## src/rtl/tinymap_length_decoder_pkg.sv

```systemverilog
// tinymap_length_decoder_pkg: shared tinymap geometry, note-length templates and decoder state type.
package tinymap_length_decoder_pkg;
    localparam int TINYMAP_ROWS = 16;
    localparam int ROW_W = 16;
    localparam int DIST_W = 9;
    typedef logic [ROW_W-1:0] row_t;
    typedef enum logic {ACCUM, RESULT} state_t;
    localparam row_t QUARTER_T [TINYMAP_ROWS] = '{
        16'h0000, 16'h0FF0, 16'h7FFE, 16'hFFFF, 16'hFFFF, 16'hFFFF, 16'hFFFF, 16'hFFFF,
        16'hFFFF, 16'hFFFF, 16'hFFFF, 16'hFFFF, 16'h7FFE, 16'h0FF0, 16'h0000, 16'hFFFF
    };
    localparam row_t HALF_T [TINYMAP_ROWS] = '{
        16'h0000, 16'h0FF0, 16'h7FFE, 16'hFFFF, 16'hF00F, 16'hC003, 16'hFFFF, 16'hFFFF,
        16'hFFFF, 16'hC003, 16'hF00F, 16'hFFFF, 16'h7FFE, 16'h0FF0, 16'h0000, 16'hFFFF
    };
endpackage

```

## src/rtl/tinymap_length_decoder_if.sv

```systemverilog
// tinymap_length_decoder_if: row stream in, classification result out.
// dist_q/dist_h exist only when LENGTH_DEC_DIST_EN is defined.
interface tinymap_length_decoder_if;
    import tinymap_length_decoder_pkg::*;
    logic frame_clr;
    logic in_valid;
    logic in_ready;
    row_t in_row;
    logic out_valid;
    logic out_ready;
    logic is_half;
    logic match;
`ifdef LENGTH_DEC_DIST_EN
    logic [DIST_W-1:0] dist_q;
    logic [DIST_W-1:0] dist_h;
    modport master (output frame_clr, in_valid, in_row, out_ready,
                    input in_ready, out_valid, is_half, match, dist_q, dist_h);
    modport slave (input frame_clr, in_valid, in_row, out_ready,
                   output in_ready, out_valid, is_half, match, dist_q, dist_h);
`else
    modport master (output frame_clr, in_valid, in_row, out_ready,
                    input in_ready, out_valid, is_half, match);
    modport slave (input frame_clr, in_valid, in_row, out_ready,
                   output in_ready, out_valid, is_half, match);
`endif
endinterface

```

## src/rtl/popcount16.sv

```systemverilog
// popcount16: combinational population count of a 16-bit word.
module popcount16 (
    input  logic [15:0] d,
    output logic [4:0]  cnt
);
    always_comb begin
        cnt = '0;
        for (int i = 0; i < 16; i++) cnt += 5'(d[i]);
    end
endmodule

```

## src/rtl/tinymap_length_decoder.sv

```systemverilog
// tinymap_length_decoder: streams a 16x16 tinymap and picks the nearer of quarter/half templates.
// Optional LENGTH_DEC_DIST_EN exposes the final Hamming distances.
module tinymap_length_decoder
    import tinymap_length_decoder_pkg::*;
#(
    parameter int MATCH_THRESH = 24
) (
    input logic clk,
    input logic rst_n,
    tinymap_length_decoder_if.slave bus
);
    state_t state, state_d;
    logic [3:0] row;
    logic [DIST_W-1:0] acc_q, acc_h, nxt_q, nxt_h, nxt_min;
    logic [4:0] pc_q, pc_h;
    logic accept, last, done, is_half, match;

    popcount16 u_pc_q (.d(bus.in_row ^ QUARTER_T[row]), .cnt(pc_q));
    popcount16 u_pc_h (.d(bus.in_row ^ HALF_T[row]), .cnt(pc_h));

    assign bus.in_ready = rst_n && state == ACCUM;
    assign accept = bus.in_valid && bus.in_ready && !bus.frame_clr;
    assign last = accept && row == 4'(TINYMAP_ROWS - 1);
    assign done = state == RESULT && bus.out_ready && !bus.frame_clr;
    assign nxt_q = acc_q + DIST_W'(pc_q);
    assign nxt_h = acc_h + DIST_W'(pc_h);
    assign nxt_min = nxt_h < nxt_q ? nxt_h : nxt_q;

    always_comb
        state_d = bus.frame_clr ? ACCUM : last ? RESULT : done ? ACCUM : state;

    always_ff @(posedge clk or negedge rst_n)
        if (!rst_n) state <= ACCUM;
        else state <= state_d;

    // Row counter is 4 bits, so it wraps to 0 on the 16th row by itself.
    always_ff @(posedge clk or negedge rst_n) begin
        if (!rst_n) begin
            row <= '0;
            acc_q <= '0;
            acc_h <= '0;
            is_half <= 1'b0;
            match <= 1'b0;
        end else if (bus.frame_clr || done) begin
            row <= '0;
            acc_q <= '0;
            acc_h <= '0;
            is_half <= 1'b0;
            match <= 1'b0;
        end else if (accept) begin
            row <= row + 4'd1;
            acc_q <= nxt_q;
            acc_h <= nxt_h;
            if (last) begin
                is_half <= nxt_h < nxt_q;
                match <= nxt_min <= DIST_W'(MATCH_THRESH);
            end
        end
    end

    assign bus.out_valid = state == RESULT;
    assign bus.is_half = is_half;
    assign bus.match = match;
`ifdef LENGTH_DEC_DIST_EN
    assign bus.dist_q = state == RESULT ? acc_q : '0;
    assign bus.dist_h = state == RESULT ? acc_h : '0;
`endif
endmodule

```

## src/flat_wrapper.sv

```systemverilog
// flat-port wrapper written by rule: the top's interface ports become plain ports
module tinymap_length_decoder_flat import tinymap_length_decoder_pkg::*;
#(
    parameter int MATCH_THRESH = 24
)
  (clk, rst_n, bus_frame_clr, bus_in_valid, bus_in_row, bus_out_ready, bus_in_ready, bus_out_valid, bus_is_half, bus_match);
  tinymap_length_decoder_if bus_i ();
  input logic clk;
  input logic rst_n;
  input wire logic [$bits(bus_i.frame_clr)-1:0] bus_frame_clr;
  input wire logic [$bits(bus_i.in_valid)-1:0] bus_in_valid;
  input wire logic [$bits(bus_i.in_row)-1:0] bus_in_row;
  input wire logic [$bits(bus_i.out_ready)-1:0] bus_out_ready;
  output wire logic [$bits(bus_i.in_ready)-1:0] bus_in_ready;
  output wire logic [$bits(bus_i.out_valid)-1:0] bus_out_valid;
  output wire logic [$bits(bus_i.is_half)-1:0] bus_is_half;
  output wire logic [$bits(bus_i.match)-1:0] bus_match;
  assign bus_i.frame_clr = bus_frame_clr;
  assign bus_i.in_valid = bus_in_valid;
  assign bus_i.in_row = bus_in_row;
  assign bus_i.out_ready = bus_out_ready;
  assign bus_in_ready = bus_i.in_ready;
  assign bus_out_valid = bus_i.out_valid;
  assign bus_is_half = bus_i.is_half;
  assign bus_match = bus_i.match;
  tinymap_length_decoder #(.MATCH_THRESH(MATCH_THRESH)) u_core (.clk(clk), .rst_n(rst_n), .bus(bus_i));
endmodule
```

## config.mk

```make
export PLATFORM = sky130hd
export DESIGN_NAME = tinymap_length_decoder_flat
export DESIGN_NICKNAME = d
export VERILOG_FILES = /design/src/rtl/tinymap_length_decoder_pkg.sv /design/src/rtl/tinymap_length_decoder_if.sv /design/src/rtl/popcount16.sv /design/src/rtl/tinymap_length_decoder.sv /design/src/flat_wrapper.sv
export SDC_FILE = /design/constraint.sdc
export NUM_CORES = 1
export LEC_CHECK = 0
export BUFFER_PORTS_ARGS = -buffer_cell sky130_fd_sc_hd__buf_2
export CORE_MARGIN = 1
export CORE_UTILIZATION = 45
export DETAILED_ROUTE_END_ITERATION = 10
export GPL_TIMING_DRIVEN = 0
export SLEW_MARGIN = 20
export SYNTH_ARGS = -nofsm -noshare
export SYNTH_HDL_FRONTEND = slang
export SYNTH_SLANG_ARGS = --single-unit
```

## constraint.sdc

```tcl
create_clock -name clk -period 12.6 [get_ports clk]
set_clock_uncertainty 0.15 [all_clocks]
set_input_delay 2.52 -clock clk [delete_from_list [all_inputs] [get_ports clk]]
set_output_delay 2.52 -clock clk [all_outputs]
set_load 0.02 [all_outputs]
```

==> flow_summary.yaml <==
run_status:
  status: "complete, no violations"
grt:
  grt_usage_pct: 19.3
  grt_overflow_total: 0
  grt_pass1_wl_um: 9710
  grt_max_degree: 27
  grt_pass1_vias: 2063
  antenna_found_initial: 0
timing:
  fmax_ghz: 0.124
  timing.hold.ws_ps: 376
  setup_viol: 0
  post-route-min-period_ps: 8060
  finalCritPeriodShare_pct: 64.0
  worst_pin_slew_ps: 580
  finalSetupTns_ps: 0
  relSlewSlack_pct: 61.4
  worst_slack_ps: 4540
  slew_viol_final: 0
  finalHoldViolCount: 0
  rsz0062_at_grt: "false"
critical_path:
  cp-start-kind: "primary input"
  worstReg2RegStart: "u_core.row[0]"
  worstReg2RegEnd: "u_core.bus.match"
  crit_fanout: 3
  worstPathArrival_ps: 8070
  worst_path_most_repeated_cell: "fa_1"
  r2r_slack_ps: 5250
  critPathSlowestCell: "fa_1"
  worstPathRequired_ps: 12610
  reg2reg_depth: 25
  path_class: "in -> reg"
  cp_cell_sequence: "buf_2, xor2_1, inv_1, fa_1, inv_1, fa_1, fa_1, inv_1, fa_1, fa_1, fa_1, and2b_1, o211ai_2, a21bo_2, xnor2_1, ha_1, a21oi_1, o21ai_0, a21oi_1, a31oi_1, nand3_1, o31ai_1"
  critPathCaptureType: "register"
  slowest_delay_ps: 550
power:
  powerDensity_nw_per_um2: 279
  leakage_nw: 1.52
  p_total_uw: 864
  vdd_drop_max_uv: 135
clock_tree:
  cts_buffers: 3
  clkSlewWorstSetupHoldPaths_ps: 90
  post_cts_resized: 0
  postCtsHoldBufs: 0
  cts_setup_buffers: 0
  cts-root-buf: "clkbuf_8"
  cts_sinks: 25
  cts_buffer_depth: 2
  clock_latency_ps: 270
  cts_tree: "yes"
  cts.htree.levels: 1
logic_synthesis:
  netlist_area_um2: 2830
  yosys_warnings: 0
  synth_cell_type_count: 42
  avgSynthCellArea_um2: 9.11
  synthesis.nets: 386
  ys_seq_area_share_pct: 22.1
  netlist.area_leader.share_pct: 22.1
  syn_inst: 311
  synthFlopType: "dfrtp_1"
  synth_commonest_cells: "inv_1, ha_1, nor2_1"
  yosysTopAreaCell: "dfrtp_1"
  ys_ff_latch: 25
  async_flop_share_pct: 100
  synthTopCellsByArea: "dfrtp_1, fa_1, ha_1"
  synth_edf_count: 0
  yosysMostFrequentCell: "inv_1"
detailed_routing:
  wirelength_um: 5700
  first_iter_violations: 61
  drc: 0
  num_vias: 2090
  drt-vias-per-instance: 5.05
  ant_nets: 0
  firstDrtPassIters: 4
  wl_per_cell_um: 13.8
hold_path:
  hold_path_class: "reg -> reg"
  hold_start: "u_core.acc_h[1]"
  holdPathStages: 2
  holdPathEnd: "u_core.acc_h[1]"
finish:
  areaGrowthSynthToFinish_pct: 9.18
  drive_gt1_share_pct: 11.8
  antenna_cells: 0
  design_area_um2: 3090
  fin_nets: 415
die:
  start_util_pct: 47.3
  die_w_um: 81.4
  dieArea_um2: 6620
  fp-row-count: 28
  core_area_um2: 5990
  pin_count: 25
  die_y_um: 81.4
place:
  place_ws_ps: 4280
  io_buffers: 24
  dpl.hpwl_um: 4690
  gp_congestion: 0.816
  place_area_um2: 3050
run:
  cap_violations: 0
-- sequential cells by signal, summed over array words and instances (netlist names) --
signal / count
u_core.acc_h: 9
u_core.acc_q: 9
u_core.bus.is_half: 1
u_core.bus.match: 1
u_core.bus.out_valid: 1
u_core.row: 4
-- critical path: cells and delay by family --
family,cells,cell delay (ps)
fa+ha+maj,7,3280
compound gates,7,1190
xor+xnor,2,380
simple gates,2,360
buf+inv,4,330
-- cell usage in the layout, fill, tap and decap left out, types with 22 or more instances in the layout --
master,instances
dfrtp_1,25
xnor2_1,23
ha_1,32
fa_1,22
xor2_1,24
inv_1,40
a21oi_1,22
nand2_1,23
nor2_1,30
buf_2,26
-- final cells by class --
cell class                 instances  area, um2
timing repair buffer              24        120
inverter                          40        150
multi-input combinational        238       2010
fill                             584       2900
tap                               75       93.8
buffer                             8       47.5
clock buffer                       3       41.3
sequential                        25        626
clock inverter                     1       5.00
-- routing by layer --
| layer | wire, um | track usage (%) | share of wire [%] |
|---|---|---|---|
| met1 | 2760 | 26.3 | 48 |
| met4 | 54 | 4.29 | 0.95 |
| met5 | 0 | 0 | 0 |
| met2 | 2740 | 32.9 | 48 |
| met3 | 148 | 1.91 | 2.6 |
-- per-stage QoR --
step | utilization, % | instances
detailed placement | 50.9 | 410
CTS | 51.7 | 414
finish | 51.7 | 414
floorplan | - | 311
global placement | 50.9 | 410
global route | 51.7 | 414
-- how the worst max path moves through the flow --
stage             startpoint                to  slack, ps
2_1_floorplan  bus_in_row[0]  u_core.bus.match       4860
3_3_place_gp   bus_in_row[0]  u_core.bus.match       4330
3_5_place_dp   bus_in_row[0]  u_core.bus.match       4280
4_1_cts        bus_in_row[0]  u_core.bus.match       4510
5_1_grt        bus_in_row[0]  u_core.bus.match       4250
6_report       bus_in_row[0]  u_core.bus.match       4540
-- report_power, final --
part / leakage [nW] / total (mW) / internal (mW) / switching, mW
clock: 0.0255 / 0.0478 / 0.0221 / 0.0257
sequential: 0.345 / 0.0967 / 0.0902 / 0.00652
combinational: 1.15 / 0.720 / 0.315 / 0.404
-- logic make-up (layout without fill, tap and decap cells) --
logic type               after synthesis  in the layout  synth area share, %
buffers and inverters                 48             76                 6.98
flip-flops                            25             25                 22.1
XOR/XNOR                              47             47                 14.5
adder cells (fa/ha/maj)               54             54                 29.7
AND/OR/NAND/NOR                       84             84                 13.7
AO/OA/AOI/OAI                         50             50                 11.6
multiplexers                           3              3                 1.50
No activity file was read; power rests on OpenSTA's default activity.
